<file path="src/rtl/pipeline_stall_ctrl.sv">
// ---------------------------------------------------------------------------
// pipeline_stall_ctrl
//   Consumer end of the hazard/branch signalling path in a 5-stage MIPS
//   pipeline. Turns the load-use stall request and the EXE branch-taken
//   indication into PC / IF/ID write enables, an IF/ID flush and an ID/EX
//   bubble. A taken branch starts a multi-cycle flush sequence. A watchdog
//   counts consecutive stall cycles and latches a sticky timeout.
//
// Parameters
//   FLUSH_CYCLES  total flush cycles per taken branch, branch cycle included (1..7)
//   MAX_STALL     consecutive stall cycles before stall_timeout sets (1..255)
//
// Ports
//   clk              pipeline clock
//   rst              asynchronous, active-high reset
//   load_use_hazard  stall request from hazard detection
//   branch_taken     branch/jump resolved taken in EXE this cycle
//   pc_write_en      1 = PC loads its next value
//   if_id_write_en   1 = IF/ID register captures
//   if_id_flush      1 = IF/ID register loads a NOP
//   id_ex_bubble     1 = ID/EX control bits are zeroed
//   stall_timeout    sticky watchdog error, cleared only by rst
//   in_flush         state is FLUSH (visibility)
//   stall_cycles     (PIPE_PERF_CNT_EN only) count of stall cycles, wraps
//   flush_cycles     (PIPE_PERF_CNT_EN only) count of flush cycles, wraps
//
// Optional feature macro: PIPE_PERF_CNT_EN adds the two performance counters.
// ---------------------------------------------------------------------------
module pipeline_stall_ctrl #(
    parameter int unsigned FLUSH_CYCLES = 2,
    parameter int unsigned MAX_STALL    = 4
) (
    input  logic        clk,
    input  logic        rst,
    input  logic        load_use_hazard,
    input  logic        branch_taken,
    output logic        pc_write_en,
    output logic        if_id_write_en,
    output logic        if_id_flush,
    output logic        id_ex_bubble,
    output logic        stall_timeout,
`ifdef PIPE_PERF_CNT_EN
    output logic [15:0] stall_cycles,
    output logic [15:0] flush_cycles,
`endif
    output logic        in_flush
);

    typedef enum logic {
        RUN   = 1'b0,
        FLUSH = 1'b1
    } state_t;

    localparam logic [2:0] FLUSH_INIT = 3'(FLUSH_CYCLES - 1);
    localparam logic [8:0] STALL_LIM  = 9'(MAX_STALL);

    state_t     state, state_n;
    logic [2:0] flush_cnt, flush_cnt_n;
    logic [7:0] stall_run, stall_run_n;
    logic       timeout_set;
    logic       stall_now;

    always_ff @(posedge clk or posedge rst) begin
        if (rst) begin
            state         <= RUN;
            flush_cnt     <= '0;
            stall_run     <= '0;
            stall_timeout <= 1'b0;
        end else begin
            state     <= state_n;
            flush_cnt <= flush_cnt_n;
            stall_run <= stall_run_n;
            if (timeout_set) begin
                stall_timeout <= 1'b1;
            end
        end
    end

    // Outputs depend on rst as well as state so the reset values appear
    // immediately, not at the next edge.
    always_comb begin
        state_n        = state;
        flush_cnt_n    = flush_cnt;
        stall_run_n    = stall_run;
        timeout_set    = 1'b0;
        stall_now      = 1'b0;
        pc_write_en    = 1'b1;
        if_id_write_en = 1'b1;
        if_id_flush    = 1'b0;
        id_ex_bubble   = 1'b0;

        if (rst) begin
            pc_write_en    = 1'b0;
            if_id_write_en = 1'b0;
            if_id_flush    = 1'b1;
            id_ex_bubble   = 1'b1;
        end else begin
            unique case (state)
                RUN: begin
                    if (branch_taken) begin
                        if_id_flush  = 1'b1;
                        id_ex_bubble = 1'b1;
                        stall_run_n  = '0;
                        if (FLUSH_CYCLES > 1) begin
                            flush_cnt_n = FLUSH_INIT;
                            state_n     = FLUSH;
                        end
                    end else if (load_use_hazard) begin
                        stall_now      = 1'b1;
                        pc_write_en    = 1'b0;
                        if_id_write_en = 1'b0;
                        id_ex_bubble   = 1'b1;
                        if (stall_run != 8'hFF) begin
                            stall_run_n = stall_run + 8'd1;
                        end
                        if (({1'b0, stall_run} + 9'd1) == STALL_LIM) begin
                            timeout_set = 1'b1;
                        end
                    end else begin
                        stall_run_n = '0;
                    end
                end
                FLUSH: begin
                    // Requests here come from wrong-path instructions.
                    if_id_flush  = 1'b1;
                    id_ex_bubble = 1'b1;
                    stall_run_n  = '0;
                    flush_cnt_n  = flush_cnt - 3'd1;
                    if (flush_cnt == 3'd1) begin
                        state_n = RUN;
                    end
                end
                default: begin
                    state_n = RUN;
                end
            endcase
        end
    end

    assign in_flush = (state == FLUSH);

`ifdef PIPE_PERF_CNT_EN
    always_ff @(posedge clk or posedge rst) begin
        if (rst) begin
            stall_cycles <= '0;
            flush_cycles <= '0;
        end else begin
            if (stall_now) begin
                stall_cycles <= stall_cycles + 16'd1;
            end
            if (if_id_flush) begin
                flush_cycles <= flush_cycles + 16'd1;
            end
        end
    end
`endif

endmodule
</file>
<file path="config.mk">
export PLATFORM = sky130hd
export DESIGN_NAME = pipeline_stall_ctrl
export DESIGN_NICKNAME = d
export VERILOG_FILES = /design/src/rtl/pipeline_stall_ctrl.sv
export SDC_FILE = /design/constraint.sdc
export NUM_CORES = 1
export LEC_CHECK = 0
export CORE_UTILIZATION = 35
export DETAILED_ROUTE_END_ITERATION = 8
export PLACE_DENSITY = 0.55
export SYNTH_ARGS = -nofsm -noshare
export SYNTH_HDL_FRONTEND = slang
export SYNTH_SLANG_ARGS = --single-unit
</file>
<file path="constraint.sdc">
create_clock -name clk -period 3.6 [get_ports clk]
set_input_delay 0.36 -clock clk [delete_from_list [all_inputs] [get_ports clk]]
set_output_delay 0.36 -clock clk [all_outputs]
set_load 0.05 [all_outputs]
</file>
# Word-level counts from Yosys, hierarchy flattened
# Cells that the tools add are included.
# op_classes
muxes	24
n_addsub	3
reduce_logical	2
n_bitwise	2
n_eq_ne	5
# op_table
cell	count
8-bit two-way mux	3
8-bit case mux with 2 select lines	1
1-bit two-way mux	15
8-bit by 1-bit adder with 9-bit output, second input constant	1
9-bit by 3-bit equality test with 1-bit output, second input constant	1
8-bit by 1-bit adder with 8-bit output, second input constant	1
8-bit inequality test, second input constant	1
1-bit case mux with 2 select lines	3
3-bit case mux with 2 select lines	1
4-bit inequality test, second input constant	1
2-bit AND reduction	2
3-bit by 1-bit equality test with 1-bit output, second input constant	1
3-bit two-way mux	1
3-bit by 1-bit subtractor with 3-bit output, second input constant	1
2-bit inequality test, second input constant	1
1-bit inverter	2
# word_totals
regBits	13
output_inout_bits	6

# Longest topological paths before layout
# depth
depth_word	7
ltp_mapped	4
depth_no_buf	4

# Least setup slack after synthesis
# No wires, ideal clock.
# synth_timing
path_kind	register -> output
start	register state (netlist: in_flush)
end	output pc_write_en
path_slack_ps	1211
required_time_ps	3240
arrival_ps	2029
path_stages_with_launch	5
path_buffers	2
path_cell_list	dfrtp_1 buf_6 nor2_1 a21oi_1 buf_4
# synth_between
elab_chain_cells	2
# synth_rtl
item	line	source
from (decl)	57	state_t state, state_n;
from (signal assigned)	70	state <= state_n;
1-bit two-way mux (2 in series)	n/a	
to (decl)	37	output logic pc_write_en,
# Every way passes these cells.

# Final worst setup path
# layout_timing
start	input branch_taken
end	output id_ex_bubble
# layout_between
elab_chain_cells	3
# layout_rtl
item	line	source
from (decl)	36	input logic branch_taken,
1-bit two-way mux	100	if (branch_taken) begin
1-bit case mux with 2 select lines	98	unique case (state)
1-bit two-way mux	92	if (rst) begin
to (decl)	40	output logic id_ex_bubble,
# Every way passes these cells.

==> key figures <==
Critical path
  • Cell mode on critical path: clkdlybuf4s50_1
  • Critical path endpoint category: output port
  • Worst path arrival time: 2.07 ns
  • Slowest cell on crit path: clkdlybuf4s50_1
  • CP Launch Type: input port
  • CP Class: input port to output port
  • Worst reg2reg path depth: 3
  • Worst Path Required: 3.24 ns
  • Critical path peak fanout: 6
  • Worst path cell trace: clkdlybuf4s50_1, nor2_1, nand2_1, or2_2, clkdlybuf4s50_1
  • Largest stage delay, worst path: 0.70 ns

Power and ir drop
  • Switching Share: 0.3668
  • Int Pwr: 0.2804 mW
  • VDD IR-drop max: 0.2902 mV
  • NetSw: 0.1624 mW
  • Clock power frac: 0.213
  • PD cells: 498.5 nW/um^2
  • Sequential share of power: 0.451
  • Leak: 0.3597 nW
  • Gate power share: 0.337

Synthesis
  • Syn Std Cell Area: 742.0 sq um
  • Gate Count Post-Synth: 77
  • Syn nets: 84
  • Mean post-synth cell area: 9.636 sq um
  • Sequential fraction of the synthesis area: 0.4384
  • Unique masters post-synth: 33
  • Syn. warnings: 0
  • Yosys reg bits: 13

STA
  • Unrepaired setup endpoints after global routing: no
  • Final Hold Violating Endpoints: 0
  • Worst Tran Pin Value: 0.4944 ns
  • Skew final: 0.007587 ns
  • F_max: 412.1 MHz
  • Fin. max-slew vios: 0
  • Setup Viol. Count Final: 0
  • Slew margin rel.: 0.6694
  • Final Critical Period: 2.427 ns
  • Crit share post-route: 0.6740
  • Worst hold slack: 0.4911 ns
  • Setup TNS: 0 ns
  • Worst setup margin: 1.174 ns

Routing
  • Avg Vias per Cell: 5.291
  • Initial DRC Count: 14
  • Via count: 619
  • Final wirelength: 1448 um
  • Drt wl/cell: 12.38 um
  • Post-DRT Antenna Nets: 0
  • DRC violations left: 0
  • DRT Pass-1 Iters: 4

Clock network
  • Cts hold-fix bufs: 0
  • H-tree depth: 1
  • Root Driver: clkbuf_4
  • CTS tree: built
  • CTS buffer count: 3
  • CTS resizes: 0
  • Skew-Pair Late Insertion Delay: 0.29 ns
  • Clock transition at path regs: 0.07 ns
  • Longest Clk Path Bufs: 2
  • Total setup buffers inserted after CTS: 0
  • Sink Count: 13

Die
  • Rows: 16
  • Die height: 48.04 um
  • Die W: 48.04 um
  • Die ar.: 2308 sq um
  • Core box area: 1982 sq um
  • Starting Density: 0.3744
  • I/O pin count: 10

Worst hold path
  • HP Class: flop to flop
  • Worst Hold Path Cells: 1

Layout
  • Area Growth Syn to Fin: 19.73%
  • Share of layout cells above drive strength 1: 0.1222
  • # diodes: 0
  • Layout Nets: 98

Outcome
  • Status: completed

Global route
  • First-pass GRT wire length: 2435 um
  • Total GRT Usage: 0.1602
  • Antenna violations before repair: 0
  • Grt total ovfl: 0
  • Vias in the first global route: 548
  • Largest net degree at the start of global routing: 16

Place
  • Port bufs: 9
  • Post-DP HPWL: 1042 um
  • Routability cong.: 0.7565
  • Worst slack at placement: 1.159 ns

Run
  • Max-cap violations: 0
-- path summary, 6_finish.rpt --
check | from | to | slack [ns]
max | branch_taken | id_ex_bubble | 1.17
min | stall_timeout | stall_timeout | 0.49
max reg2reg | in_flush | stall_run[7] | 1.82
min reg2reg | stall_timeout | stall_timeout | 0.49
max in group asynchronous | rst | in_flush | 2.85
min in group asynchronous | rst | stall_run[6] | 0.57
-- final cells by class --
type	instances	area, sq um
clock buffers	4	26.28
fillers	206	1094
inverters	10	37.54
multi-input cells	52	360.3
well taps	27	33.78
flip-flops and latches	13	325.3
repair buffers	11	105.1
-- placed cells by master, fill, tap and decap left out, types with 2 or more instances in the layout --
master           instances
a21oi_1                  4
clkbuf_4                 3
clkdlybuf4s50_1          9
o221ai_1                 3
o21ai_0                  5
nor2_1                   3
buf_4                    2
ha_1                     3
dfrtp_1                 13
a31oi_1                  2
or4_1                    2
nand2_1                  5
o22ai_1                  2
inv_1                   10
nand3_1                  4
-- critical path: cells and delay by family --
kind / cells / cell delay [ns]
and+or+nand+nor: 3 / 0.50
buffers and inverters: 2 / 1.20
-- kinds of logic after synthesis --
group | Yosys count | synth area share
simple gates | 22 | 0.1737
fa+ha+maj | 3 | 0.05060
xor+xnor | 1 | 0.01181
flops | 13 | 0.4384
buf+inv | 12 | 0.07589
compound gates | 24 | 0.2209
mux | 2 | 0.02867
-- flip-flops by register name, summed over array words and instances (netlist names) --
name and count:
flush_cnt 3, stall_timeout 1, stall_run 8, in_flush 1
-- Yosys cell counts, drive strengths merged --
library cell  count  share of area
or4b              1          0.019
a21oi             4          0.027
a22o              1          0.013
nor4              1         0.0084
o21bai            1          0.010
a31oi             2          0.017
xnor2             1          0.012
o2111ai           1          0.012
buf               2          0.025
mux2              1          0.015
nand2b            1         0.0084
nor4b             1          0.012
a41o              1          0.013
dfrtp            13           0.44
or2               1         0.0084
inv              10          0.051
o22ai             2          0.017
mux2i             1          0.013
ha                3          0.051
nand3             4          0.027
o21a              1          0.010
o31a              2          0.025
o221ai            3          0.035
o21ai             6          0.040
or3b              1          0.012
or2b              1          0.010
nand4             1         0.0084
or4               2          0.020
nand2             5          0.025
nor2              3          0.015
-- per-stage QoR --
step	cell area (sq um)	instances	util	power (mW)
2_1_floorplan	742.0	77	-	0.3187
3_3_place_gp	862.1	113	0.4350	0.3490
3_5_place_dp	862.1	113	0.4350	0.3527
4_1_cts	888.4	117	0.4482	0.4484
5_1_grt	888.4	117	0.4482	0.4722
6_report	888.4	117	0.4482	0.4428
-- metal layers --
metal / GRT usage / share of wire / vias up / routed length [um]
li1: - / - / 307 / -
met1: 0.2181 / 0.50 / 298 / 717
met2: 0.2216 / 0.45 / 9 / 647
met3: 0.03396 / 0.026 / 5 / 37
met4: 0.1167 / 0.031 / 0 / 45
met5: 0 / 0 / - / 0
-- power groups by stage --
| stage | logic, mW | clock network, mW | registers [mW] |
|---|---|---|---|
| after floorplan | 0.110 | 0 | 0.209 |
| after global placement | 0.148 | 0 | 0.201 |
| after detailed placement | 0.150 | 0 | 0.203 |
| after CTS | 0.150 | 0.0979 | 0.200 |
| after global routing | 0.167 | 0.100 | 0.205 |
| final | 0.149 | 0.0942 | 0.200 |
(Power assumes the default switching activity.)
